## src/rtl/spi_slave_wishbone.sv

```systemverilog
// spi_slave_wishbone
//   SPI mode-0 slave (MSB first, 8-bit frames) with an RX byte FIFO that is
//   read over a minimal Wishbone-style register port. All SPI pins are
//   oversampled on CLK_I; sck must run at no more than CLK_I/8.
//
// Optional feature: define SPI_SLAVE_TX_EN to build the TX path. A DATA write
//   then loads a holding register that is shifted out on miso. Without the
//   macro, miso is tied low and DATA writes are acknowledged and dropped.
//
// Parameters
//   FIFO_DEPTH  : RX FIFO depth (2, 4 or 8)
//   SYNC_STAGES : synchronizer flops on sck/mosi/cs (>= 2)
//
// Ports
//   CLK_I, RST_I      : system clock, async active-low reset
//   STB_I, WE_I       : Wishbone strobe / write enable
//   ADR_I, DAT_I      : register address (0x00 DATA, 0x01 STATUS), write data
//   ACK_O, RTY_O      : one-cycle acknowledge, retry (DATA read with FIFO empty)
//   DAT_O             : read data, valid while ACK_O=1
//   sck, mosi, cs     : SPI inputs from the master (cs active-low)
//   miso              : SPI output to the master, always driven
module spi_slave_wishbone #(
  parameter int FIFO_DEPTH  = 4,
  parameter int SYNC_STAGES = 2
) (
  input  logic       CLK_I,
  input  logic       RST_I,
  input  logic       STB_I,
  input  logic       WE_I,
  input  logic [7:0] ADR_I,
  input  logic [7:0] DAT_I,
  output logic       ACK_O,
  output logic       RTY_O,
  output logic [7:0] DAT_O,
  input  logic       sck,
  input  logic       mosi,
  input  logic       cs,
  output logic       miso
);

  localparam int PW = (FIFO_DEPTH > 1) ? $clog2(FIFO_DEPTH) : 1;
  localparam int CW = PW + 1;
  localparam logic [7:0] ADR_DATA   = 8'h00;
  localparam logic [7:0] ADR_STATUS = 8'h01;

  // ---------------------------------------------------------------------
  // Synchronizers and edge detection
  // ---------------------------------------------------------------------
  logic [SYNC_STAGES-1:0] sck_sync, mosi_sync, cs_sync;
  logic                   sck_d, cs_d;
  logic [SYNC_STAGES:0]   settle;
  logic                   sck_s, mosi_s, cs_s;
  logic                   sck_rise, cs_rise, cs_fall, ready;

  always_ff @(posedge CLK_I or negedge RST_I) begin
    if (!RST_I) begin
      sck_sync  <= '0;
      mosi_sync <= '0;
      cs_sync   <= '1;
      sck_d     <= 1'b0;
      cs_d      <= 1'b1;
      settle    <= '0;
    end else begin
      sck_sync  <= {sck_sync[SYNC_STAGES-2:0], sck};
      mosi_sync <= {mosi_sync[SYNC_STAGES-2:0], mosi};
      cs_sync   <= {cs_sync[SYNC_STAGES-2:0], cs};
      sck_d     <= sck_s;
      cs_d      <= cs_s;
      settle    <= {settle[SYNC_STAGES-1:0], 1'b1};
    end
  end

  assign sck_s    = sck_sync[SYNC_STAGES-1];
  assign mosi_s   = mosi_sync[SYNC_STAGES-1];
  assign cs_s     = cs_sync[SYNC_STAGES-1];
  assign sck_rise = sck_s & ~sck_d;
  assign cs_rise  = cs_s & ~cs_d;
  assign cs_fall  = ~cs_s & cs_d;
  // The chain resets to cs idle; if the pin is already low when reset is
  // released, that would look like a falling edge. Ignore edges until the
  // chain and the edge flop hold real pin samples.
  assign ready    = settle[SYNC_STAGES];

  // ---------------------------------------------------------------------
  // RX framing and shift register
  // ---------------------------------------------------------------------
  logic       framed;
  logic [2:0] bit_cnt;
  logic [7:0] rx_shift;
  logic       push_req;

  always_ff @(posedge CLK_I or negedge RST_I) begin
    if (!RST_I) begin
      framed   <= 1'b0;
      bit_cnt  <= '0;
      rx_shift <= '0;
      push_req <= 1'b0;
    end else begin
      push_req <= 1'b0;
      if (cs_rise) begin
        framed  <= 1'b0;
        bit_cnt <= '0;
      end else if (cs_fall && ready) begin
        framed  <= 1'b1;
        bit_cnt <= '0;
      end else if (sck_rise && framed && !cs_s) begin
        rx_shift <= {rx_shift[6:0], mosi_s};
        bit_cnt  <= bit_cnt + 3'd1;
        if (bit_cnt == 3'd7) push_req <= 1'b1;
      end
    end
  end

  // ---------------------------------------------------------------------
  // RX FIFO
  // ---------------------------------------------------------------------
  logic [7:0]    mem [FIFO_DEPTH];
  logic [PW-1:0] wr_ptr, rd_ptr;
  logic [CW-1:0] count;
  logic          empty, full;
  logic          access, rd_data, status_rd, pop, push, ovf_set;
  logic          ovf;
  logic [3:0]    cnt4;
  logic [2:0]    cnt_sat;
  logic [7:0]    status;

  assign empty     = (count == '0);
  assign full      = (count == CW'(FIFO_DEPTH));
  assign access    = STB_I & ~ACK_O;
  assign rd_data   = access & ~WE_I & (ADR_I == ADR_DATA);
  assign status_rd = access & ~WE_I & (ADR_I == ADR_STATUS);
  assign pop       = rd_data & ~empty;
  // A pop in the same cycle frees the slot, so a push into a full FIFO is kept.
  assign push      = push_req & (~full | pop);
  assign ovf_set   = push_req & full & ~pop;

  assign cnt4    = 4'(count);
  assign cnt_sat = cnt4[3] ? 3'd7 : cnt4[2:0];
  assign status  = {1'b0, cnt_sat, ~cs_s, ovf, full, ~empty};

  always_ff @(posedge CLK_I) begin
    if (push) mem[wr_ptr] <= rx_shift;
  end

  always_ff @(posedge CLK_I or negedge RST_I) begin
    if (!RST_I) begin
      wr_ptr <= '0;
      rd_ptr <= '0;
      count  <= '0;
      ovf    <= 1'b0;
    end else begin
      if (push) wr_ptr <= (wr_ptr == PW'(FIFO_DEPTH - 1)) ? '0 : wr_ptr + 1'b1;
      if (pop)  rd_ptr <= (rd_ptr == PW'(FIFO_DEPTH - 1)) ? '0 : rd_ptr + 1'b1;
      case ({push, pop})
        2'b10:   count <= count + 1'b1;
        2'b01:   count <= count - 1'b1;
        default: count <= count;
      endcase
      // Setting wins over the clear-on-read so a same-cycle overflow survives.
      if (ovf_set)        ovf <= 1'b1;
      else if (status_rd) ovf <= 1'b0;
    end
  end

  // ---------------------------------------------------------------------
  // Wishbone response
  // ---------------------------------------------------------------------
  always_ff @(posedge CLK_I or negedge RST_I) begin
    if (!RST_I) begin
      ACK_O <= 1'b0;
      RTY_O <= 1'b0;
      DAT_O <= '0;
    end else begin
      ACK_O <= access;
      RTY_O <= 1'b0;
      DAT_O <= '0;
      if (access && !WE_I) begin
        case (ADR_I)
          ADR_DATA: begin
            if (empty) RTY_O <= 1'b1;
            else       DAT_O <= mem[rd_ptr];
          end
          ADR_STATUS: DAT_O <= status;
          default:    DAT_O <= '0;
        endcase
      end
    end
  end

  // ---------------------------------------------------------------------
  // TX path
  // ---------------------------------------------------------------------
`ifdef SPI_SLAVE_TX_EN
  logic [7:0] tx_hold, tx_shift;
  logic [2:0] tx_cnt;
  logic       sck_fall;

  assign sck_fall = ~sck_s & sck_d;

  always_ff @(posedge CLK_I or negedge RST_I) begin
    if (!RST_I) begin
      tx_hold  <= '0;
      tx_shift <= '0;
      tx_cnt   <= '0;
    end else begin
      if (access && WE_I && (ADR_I == ADR_DATA)) tx_hold <= DAT_I;
      if (cs_fall && ready) begin
        tx_shift <= tx_hold;
        tx_cnt   <= '0;
      end else if (sck_fall && framed && !cs_s) begin
        tx_cnt <= tx_cnt + 3'd1;
        // The eighth falling edge closes the byte: reload for the next one.
        if (tx_cnt == 3'd7) tx_shift <= tx_hold;
        else                tx_shift <= {tx_shift[6:0], 1'b0};
      end
    end
  end

  assign miso = ~cs_s & tx_shift[7];
`else
  logic unused_dat;
  assign unused_dat = ^DAT_I;
  assign miso       = 1'b0;
`endif

endmodule
```

## config.mk

```make
export PLATFORM = sky130hd
export DESIGN_NAME = spi_slave_wishbone
export DESIGN_NICKNAME = d
export VERILOG_FILES = /design/src/rtl/spi_slave_wishbone.sv
export SDC_FILE = /design/constraint.sdc
export NUM_CORES = 1
export LEC_CHECK = 0
export BUFFER_PORTS_ARGS = -buffer_cell sky130_fd_sc_hd__buf_2
export CORE_MARGIN = 2
export CORE_UTILIZATION = 55
export DETAILED_ROUTE_END_ITERATION = 8
export PLACE_DENSITY = 0.77
export SKIP_CTS_REPAIR_TIMING = 1
export SYNTH_ARGS = -nofsm -noshare
export SYNTH_HDL_FRONTEND = slang
export SYNTH_SLANG_ARGS = --single-unit
```

## constraint.sdc

```tcl
create_clock -name CLK_I -period 7.3 [get_ports CLK_I]
set_input_delay 0.365 -clock CLK_I [delete_from_list [all_inputs] [get_ports CLK_I]]
set_output_delay 0.365 -clock CLK_I [all_outputs]
set_load 0.01 [all_outputs]
```

==> metrics.csv, run 1 <==
metric;value;unit
n_fill_cell;391;
portBuffers;24;
avgSynthCellArea;16.3;um^2
first_pass_iters;4;
ys.flop_type;dfrtp_1;
overflow;0;
clock_path_buffers;2;
synth-edff-count;32;
slew_violations;0;
worstPathCellList;or3b_2 -> or4_4 -> nor2_4 -> nand2_1 -> fa_1 -> o311ai_0 -> o221ai_1;
yosys_warnings;0;
synth_area_leaders;dfrtp_1 33%, edfxtp_1 33%, mux4_2 6.1%, mux2_2 4.6%, ha_1 3.0%;
p_leak;1.38;nW
wl_per_cell;16.3;um
synth.distinct_cells;41;
end_kind;flip-flop;
ant_nets;0;
status;finished, final reports clean;
antenna_cells;0;
crit_required;7.47;ns
die_w;77.1;um
wirelength;4630;um
dp_hpwl;3160;um
async_reset_ff_share;56.8;%
setup_viol;0;
crit_type;flip-flop to flip-flop;
irDropWorstVdd;0.000121;V
vias_per_cell;5.53;
rows;26;
cap_violations;0;
root_buffer;clkbuf_8;
ys_seq_area_share;68.6;%
drive_above_1_share;33.0;%
via_count;1575;
fp.dieH;77.1;um
maxSlewHeadroom;21.8;%
nNetsFinal;241;
numCtsBuffers;9;
grt_pass1_vias;1651;
period_share;42.3;%
rsz0062_at_grt;false;
dieArea;5940;um^2
min_path_type;primary input to flip-flop;
antenna_found_initial;0;
drt_first_iter_violations;105;
clk_pin_slew;0.07;ns
max_freq;324;MHz
synth_seq_cells;74;
netlist_area;2940;um^2
grt_pass1_wl;7890;um
synth.net_count;211;
yosysMostFrequentCell;dfrtp_1;
hold_violations;0;
cp_slowest_stage_delay;0.57;ns
grt_start_max_net_pins;43;
place_ws;4.18;ns
fin_setup_tns;0;ns
setup_ws;4.21;ns
yosysTopAreaCell;dfrtp_1;
start_kind;flip-flop;
drc;0;
p_per_area;234;nW/um^2
track_usage;17.7;%
synth_commonest_cells;39 x dfrtp_1, 32 x edfxtp_1, 12 x mux2_2, 9 x inv_1;
synthCells;180;
clk_latency;0.33;ns
core;5140;um^2
multi_input_area;865;um^2
cts_sinks;74;
crit_slowest_cell;or4_4;
worst_pin_slew;1.16;ns
io_pins;34;
synth_top_area_share;33.2;%
cp.arrival;3.25;ns
period_needed;3.09;ns
crit_fanout;9;
skew;0.0125;ns
cts_tree;yes;
start_util;57.1;%
cts.htree.levels;3;
gp_congestion;0.797;
regArea;2020;um^2
syn_to_final_growth;11.9;%
## cell families after synthesis
kind of cell,share of synthesized area [%]
AOI/OAI and AO/OA,6.90
xor gates and xnor gates,0.597
adders and majority gates,3.66
buffers and inverters,1.92
DFF,68.6
muxes,10.7
other,0.256
and+or+nand+nor,7.29
## registers in the layout, indices dropped and copies added (netlist names), 3 cells and up
register,count
cnt_sat,3
bit_cnt,3
mem,32
rx_shift,8
DAT_O,8
settle,3
## worst paths after layout
kind	end	cells after the start	start	slack, ns
hold / removal	cs_sync[0]	1	cs	0.13
hold reg to reg	settle[2]	0	settle[1]	0.34
max in group asynchronous	rx_shift[4]	1	RST_I	6.56
setup / recovery	cnt_sat[2]	7	ACK_O	4.21
setup reg to reg	cnt_sat[2]	7	ACK_O	4.21
min in group asynchronous	DAT_O[5]	1	RST_I	0.15
## placed cells by master, fill, tap and decap left out, drive strengths merged, types with 2 or more instances in the layout
master	instances
mux4	8
nor3	2
a22oi	2
a22o	5
a21oi	3
o21ai	4
o22ai	2
dfrtp	39
conb	2
nor2	9
nor2b	2
buf	24
ha	7
and2	6
a31oi	2
clkinv	2
nand3	2
clkbuf	13
or4	2
dfstp	3
nand2	5
nor4	3
inv	10
edfxtp	32
a32o	2
mux2	12
## area by class of cell
class                      instances  share of cell area [%]
inverter                           9                    1.03
timing repair buffer              24                    3.65
sequential                        74                    61.3
tap                               70                    2.66
clock inverter                     3                   0.495
multi-input combinational         92                    26.3
clock buffer                      13                    4.53
## critical path: cells and delay by family, from the launching register on
family          cells  cell delay, ns
flops               1            0.40
simple gates        4            1.45
fa+ha+maj           1            0.45
compound gates      2            0.63
## where the power goes
group	switching, W	internal [W]
Combinational	0.0000144	0.0000139
Clock	0.000138	0.000132
Sequential	0.0000154	0.000455
## through the flow
stage               std cells  utilization (%)  hold WS [ns]  area, um^2  total power, W
floorplan                 180                -        0.0694        2940        0.000492
global placement          269             60.7         0.332        3120        0.000504
detailed placement        269             60.7         0.335        3120        0.000508
CTS                       285             63.9         0.115        3290        0.000776
global route              285             63.9         0.112        3290        0.000801
finish                    285             63.9         0.131        3290        0.000769
## per-layer routing
metal  GRT usage [%]  up-vias  wire, um
met4            6.25        0        79
met1            22.4      779      2000
met5               0        -         0
met3            6.12       13       220
met2            28.9       51      2340
li1                -      732         -
(Power assumes the default switching activity.)
==> run 2, diff against run 1 <==
Settings changed: ABC_AREA set to 1, CORE_UTILIZATION 55 to 51, PLACE_DENSITY 0.77 to 0.75.
Clock period 7.3 ns to 2.58 ns, I/O delays scaled along.
==> metrics.csv, run 2 <==
metric;value;unit
rsz0062_at_grt;false;
cts.htree.levels;3;
skew;0.00701;ns
min_path_type;primary input to flip-flop;
yosys_warnings;0;
io_pins;34;
cp_common_cell;nand2_1;
drive_above_1_share;18.2;%
clk_pin_slew;0.07;ns
netlist_area;2950;um^2
synth.distinct_cells;26;
layout_common_cells;63 x nand2_1, 39 x dfrtp_1, 32 x edfxtp_1, 29 x nor2_1, 24 x buf_2;
irDropWorstVdd;0.000331;V
setup_ws;0.490;ns
cp.arrival;2.33;ns
max_freq;478;MHz
drt_first_iter_violations;117;
cts_sinks;74;
wl_met2;2500;um
wl_met3;250;um
status;finished, final reports clean;
grt_pass1_vias;1880;
numCtsBuffers;9;
wirelength;5030;um
synth_seq_cells;74;
crit_required;2.82;ns
p_sw;0.000479;W
core;5540;um^2
cp_slowest_stage_delay;0.42;ns
nNetsFinal;334;
syn_to_final_growth;14.7;%
synth_commonest_cells;63 x nand2_1, 39 x dfrtp_1, 32 x edfxtp_1, 29 x nor2_1, 22 x o21ai_0;
period_needed;2.09;ns
p_int;0.00174;W
cts_tree;yes;
avgSynthCellArea;11.1;um^2
clock_path_buffers;2;
largestRegisters;mem x32, DAT_O x8, rx_shift x8;
dp_hpwl;3460;um
largest_register_ffs;32;
end_kind;flip-flop;
p_leak;1.54;nW
crit_fanout;11;
track_usage;18.2;%
clk_latency;0.34;ns
mostFrequentLayoutCell;nand2_1;
worstPathCellList;nor3_4 -> nand3_2 -> inv_2 -> nand2_1 -> fa_1 -> inv_1 -> nand4_1 -> nand3_1 -> nand2_1;
hold_violations;0;
dr.max_layer_used;met4;
worst_pin_slew;0.917;ns
first_pass_iters;4;
antenna_cells;0;
dieArea;6410;um^2
yosysMostFrequentCell;nand2_1;
yosysTopAreaCell;dfrtp_1;
top_register;mem;
synth_area_leaders;dfrtp_1 33%, edfxtp_1 33%, nand2_1 8.0%, o21ai_0 3.7%, nor2_1 3.7%;
maxSlewHeadroom;38.9;%
portBuffers;24;
period_share;81.0;%
grt_start_max_net_pins;43;
p_comb_share;4.5;%
die_w;80.0;um
seqPwrFrac;58.6;%
rows;27;
p_clk_share;36.8;%
antenna_found_initial;0;
slew_violations;0;
grt_pass1_wl;8470;um
setup_viol;0;
ys.flop_type;dfrtp_1;
fp.dieH;80.0;um
start_kind;flip-flop;
async_reset_ff_share;56.8;%
gp_congestion;0.806;
synth-edff-count;32;
synthCells;265;
via_count;1904;
start_util;53.2;%
wl_per_cell;13.2;um
ant_nets;0;
ys_seq_area_share;68.3;%
vias_per_cell;5.01;
place_ws;0.490;ns
met1_length;2160;um
drc;0;
overflow;0;
fin_setup_tns;0;ns
p_per_area;656;nW/um^2
synth.net_count;296;
synth_top_area_share;33.1;%
cap_violations;0;
crit_slowest_cell;dfrtp_1;
root_buffer;clkbuf_8;
swShare;21.6;%
crit_type;flip-flop to flip-flop;
[run 2: changes by cell type after synthesis, moves of 5 or more]
cell     previous run  this run
mux2_2             12         0
o21ai_0             4        22
nand2_1             5        63
inv_1               9        20
and2_1              6         0
nand3_1             2        15
a22o_2              5         0
mux4_2              8         0
nor2_1              8        29
[run 2: layout make-up]
cell class | count | area (um^2)
sequential | 74 | 2020
inverter | 22 | 82.6
timing repair buffer | 34 | 205
clock buffer | 14 | 174
clock inverter | 2 | 10.0
fill | 433 | 2160
multi-input combinational | 162 | 805
tap | 72 | 90.1
[run 2: metal layers]
layer,track usage [%],vias to the layer above
met5,0,-
met4,9.15,0
met3,5.43,14
met2,29.8,47
met1,21.9,902
li1,-,941
[run 2: cells by family after synthesis]
logic type	after synthesis	share of synthesized area [%]
adder cells (fa/ha/maj)	8	3.65
flip-flops	74	68.3
other	2	0.255
AO/OA/AOI/OAI	37	6.92
AND/OR/NAND/NOR	115	16.5
buffers and inverters	29	4.37
[run 2: final timing paths]
| path | start | to | slack [ns] | cells past startpoint |
|---|---|---|---|---|
| setup reg to reg | ACK_O | cnt_sat[2] | 0.49 | 9 |
| setup / recovery | ACK_O | cnt_sat[2] | 0.49 | 9 |
| max in group asynchronous | RST_I | wr_ptr[1] | 1.53 | 2 |
| min in group asynchronous | RST_I | DAT_O[5] | 0.46 | 2 |
| hold / removal | STB_I | ACK_O | 0.08 | 3 |
| hold reg to reg | sck_sync[0] | sck_sync[1] | 0.35 | 0 |
[run 2: power by group through the flow]
stage          clock network [W]  registers, W   logic, W
3_3_place_gp                   0       0.00132  0.0000925
6_report                0.000817       0.00130   0.000100
3_5_place_dp                   0       0.00132  0.0000975
2_1_floorplan                  0       0.00131  0.0000601
4_1_cts                 0.000839       0.00130  0.0000976
5_1_grt                 0.000890       0.00131   0.000118
[run 2: critical path: cells and delay by family, from the launching register on]
family        cells  cell delay [ns]
simple gates      6             0.86
buf+inv           2             0.29
fa+ha+maj         1             0.42
flops             1             0.42
[run 2: stage by stage]
stage	std cells	utilization [%]	area, um^2	hold WS, ns	total power, W
2_1_floorplan	265	-	2950	-0.167	0.00138
3_3_place_gp	360	57.0	3160	0.234	0.00141
3_5_place_dp	360	57.0	3160	0.239	0.00142
4_1_cts	376	60.3	3340	-0.125	0.00224
5_1_grt	380	61.0	3380	0.0834	0.00231
6_report	380	61.0	3380	0.0752	0.00222
==> run 3, diff against run 2 <==
Settings changed: ABC_AREA 1 to 0.
Clock period 2.58 ns to 1.7 ns, I/O delays scaled along.
==> metrics.csv, run 3 (synthesized netlist as in run 1, its figures left out) <==
metric;value;unit
p_total;0.00370;W
drt_first_iter_violations;73;
drc;0;
die_w;79.9;um
core;5540;um^2
start_kind;flip-flop;
crit_fanout;5;
startpoint;ACK_O;
gp_congestion;0.730;
hold_slack;-0.00199;ns
clock_path_buffers;2;
portBuffers;24;
mostFrequentLayoutCell;dfrtp_1;
layout_common_cells;39 x dfrtp_1, 32 x edfxtp_1, 24 x buf_2, 21 x buf_4, 10 x mux2_2;
p_leak;1.56;nW
status;finished with violations;
crit_end;cnt_sat[2];
r2r-start;ACK_O;
hold_violations;1;
fin_setup_tns;-22.11;ns
min_path_type;primary input to flip-flop;
nNetsFinal;269;
worstPathCellList;or3b_4 -> or4_4 -> nor2_4 -> nand2_1 -> fa_2 -> o311ai_2 -> o221ai_1;
r2r_cells;7;
first_pass_iters;4;
grt_pass1_vias;1654;
largest_register_ffs;32;
dieArea;6380;um^2
track_usage;16.8;%
antenna_cells;0;
cap_violations;0;
maxSlewHeadroom;63.8;%
cts_sinks;74;
r2r_setup_slack;-0.70;ns
setup_ws;-0.704;ns
cts_tree;yes;
worst_pin_slew;0.544;ns
p_per_area;1020;nW/um^2
overflow;0;
setup_viol;46;
wirelength;4840;um
ant_nets;0;
skew;0.00749;ns
io_pins;34;
dp_hpwl;3280;um
antenna_found_initial;0;
numCtsBuffers;9;
drive_above_1_share;42.8;%
crit_slowest_cell;or4_4;
end_kind;flip-flop;
reg2reg_to;cnt_sat[2];
slew_violations;0;
grt_pass1_wl;7890;um
rows;27;
syn_to_final_growth;23.6;%
clk_pin_slew;0.07;ns
crit_type;flip-flop to flip-flop;
period_needed;2.40;ns
min_from;STB_I;
cp_slowest_stage_delay;0.51;ns
start_util;53.0;%
max_freq;416;MHz
clk_latency;0.33;ns
violations;negative hold slack, negative setup slack;
cts.htree.levels;3;
largestRegisters;mem x32, DAT_O x8, rx_shift x8;
period_share;141;%
rsz0062_at_grt;true;
cp_num_cells;7;
top_register;mem;
cp_top_family;simple AND/OR/NAND/NOR gates;
grt_start_max_net_pins;43;
irDropWorstVdd;0.000512;V
fp.dieH;79.9;um
path_buf_inv;0;
vias_per_cell;5.28;
cp.arrival;2.61;ns
wl_per_cell;15.4;um
root_buffer;clkbuf_8;
crit_required;1.90;ns
via_count;1663;
[run 3: how the worst min path moves through the flow]
stage | end | depth (start not counted)
after floorplan | ACK_O | 0
after global placement | rd_ptr[0] | 2
after detailed placement | DAT_O[6] | 2
after CTS | mosi_sync[0] | 2
after global routing | ACK_O | 2
final | ACK_O | 2
[run 3: final cells by class]
cell class / instances / area, um^2
clock buffers: 12 / 156
clock inverters: 4 / 72.6
fillers: 380 / 1910
inverters: 9 / 33.8
multi-input cells: 92 / 902
flip-flops and latches: 74 / 2020
well taps: 72 / 90.1
repair buffers: 52 / 360
[run 3: where the power goes]
part	internal [W]	switching, W	leakage, nW
Sequential	0.00195	0.0000598	0.847
Combinational	0.0000869	0.0000787	0.601
Clock	0.000915	0.000605	0.112
Total	0.00296	0.000744	1.56
[run 3: through the flow]
| stage | hold WS, ns | setup WS [ns] | instances | utilization [%] | cell area, um^2 |
|---|---|---|---|---|---|
| CTS | -0.174 | -0.732 | 311 | 64.4 | 3570 |
| global placement | 0.187 | -0.670 | 295 | 60.3 | 3340 |
| floorplan | -0.211 | -0.880 | 180 | - | 2960 |
| finish | -0.00199 | -0.704 | 315 | 65.5 | 3630 |
| global route | 0.00862 | -0.810 | 315 | 65.5 | 3630 |
| detailed placement | 0.186 | -0.720 | 295 | 60.3 | 3340 |
[run 3: worst reg2reg max path, stage by stage (launching register included)]
cell and delay [ns]:
dfrtp_1 0.38, or3b_4 0.40, or4_4 0.51, nor2_4 0.13, nand2_1 0.07, fa_2 0.38
o311ai_2 0.27, o221ai_1 0.15
[run 3: per-layer routing]
metal  vias to the layer above  track usage, %  share of wire (%)
li1                        794               -                  -
met1                       825            22.0                 46
met2                        35            26.7                 48
met3                         9            3.73                3.7
met4                         0            8.14                2.0
met5                         -               0                  0
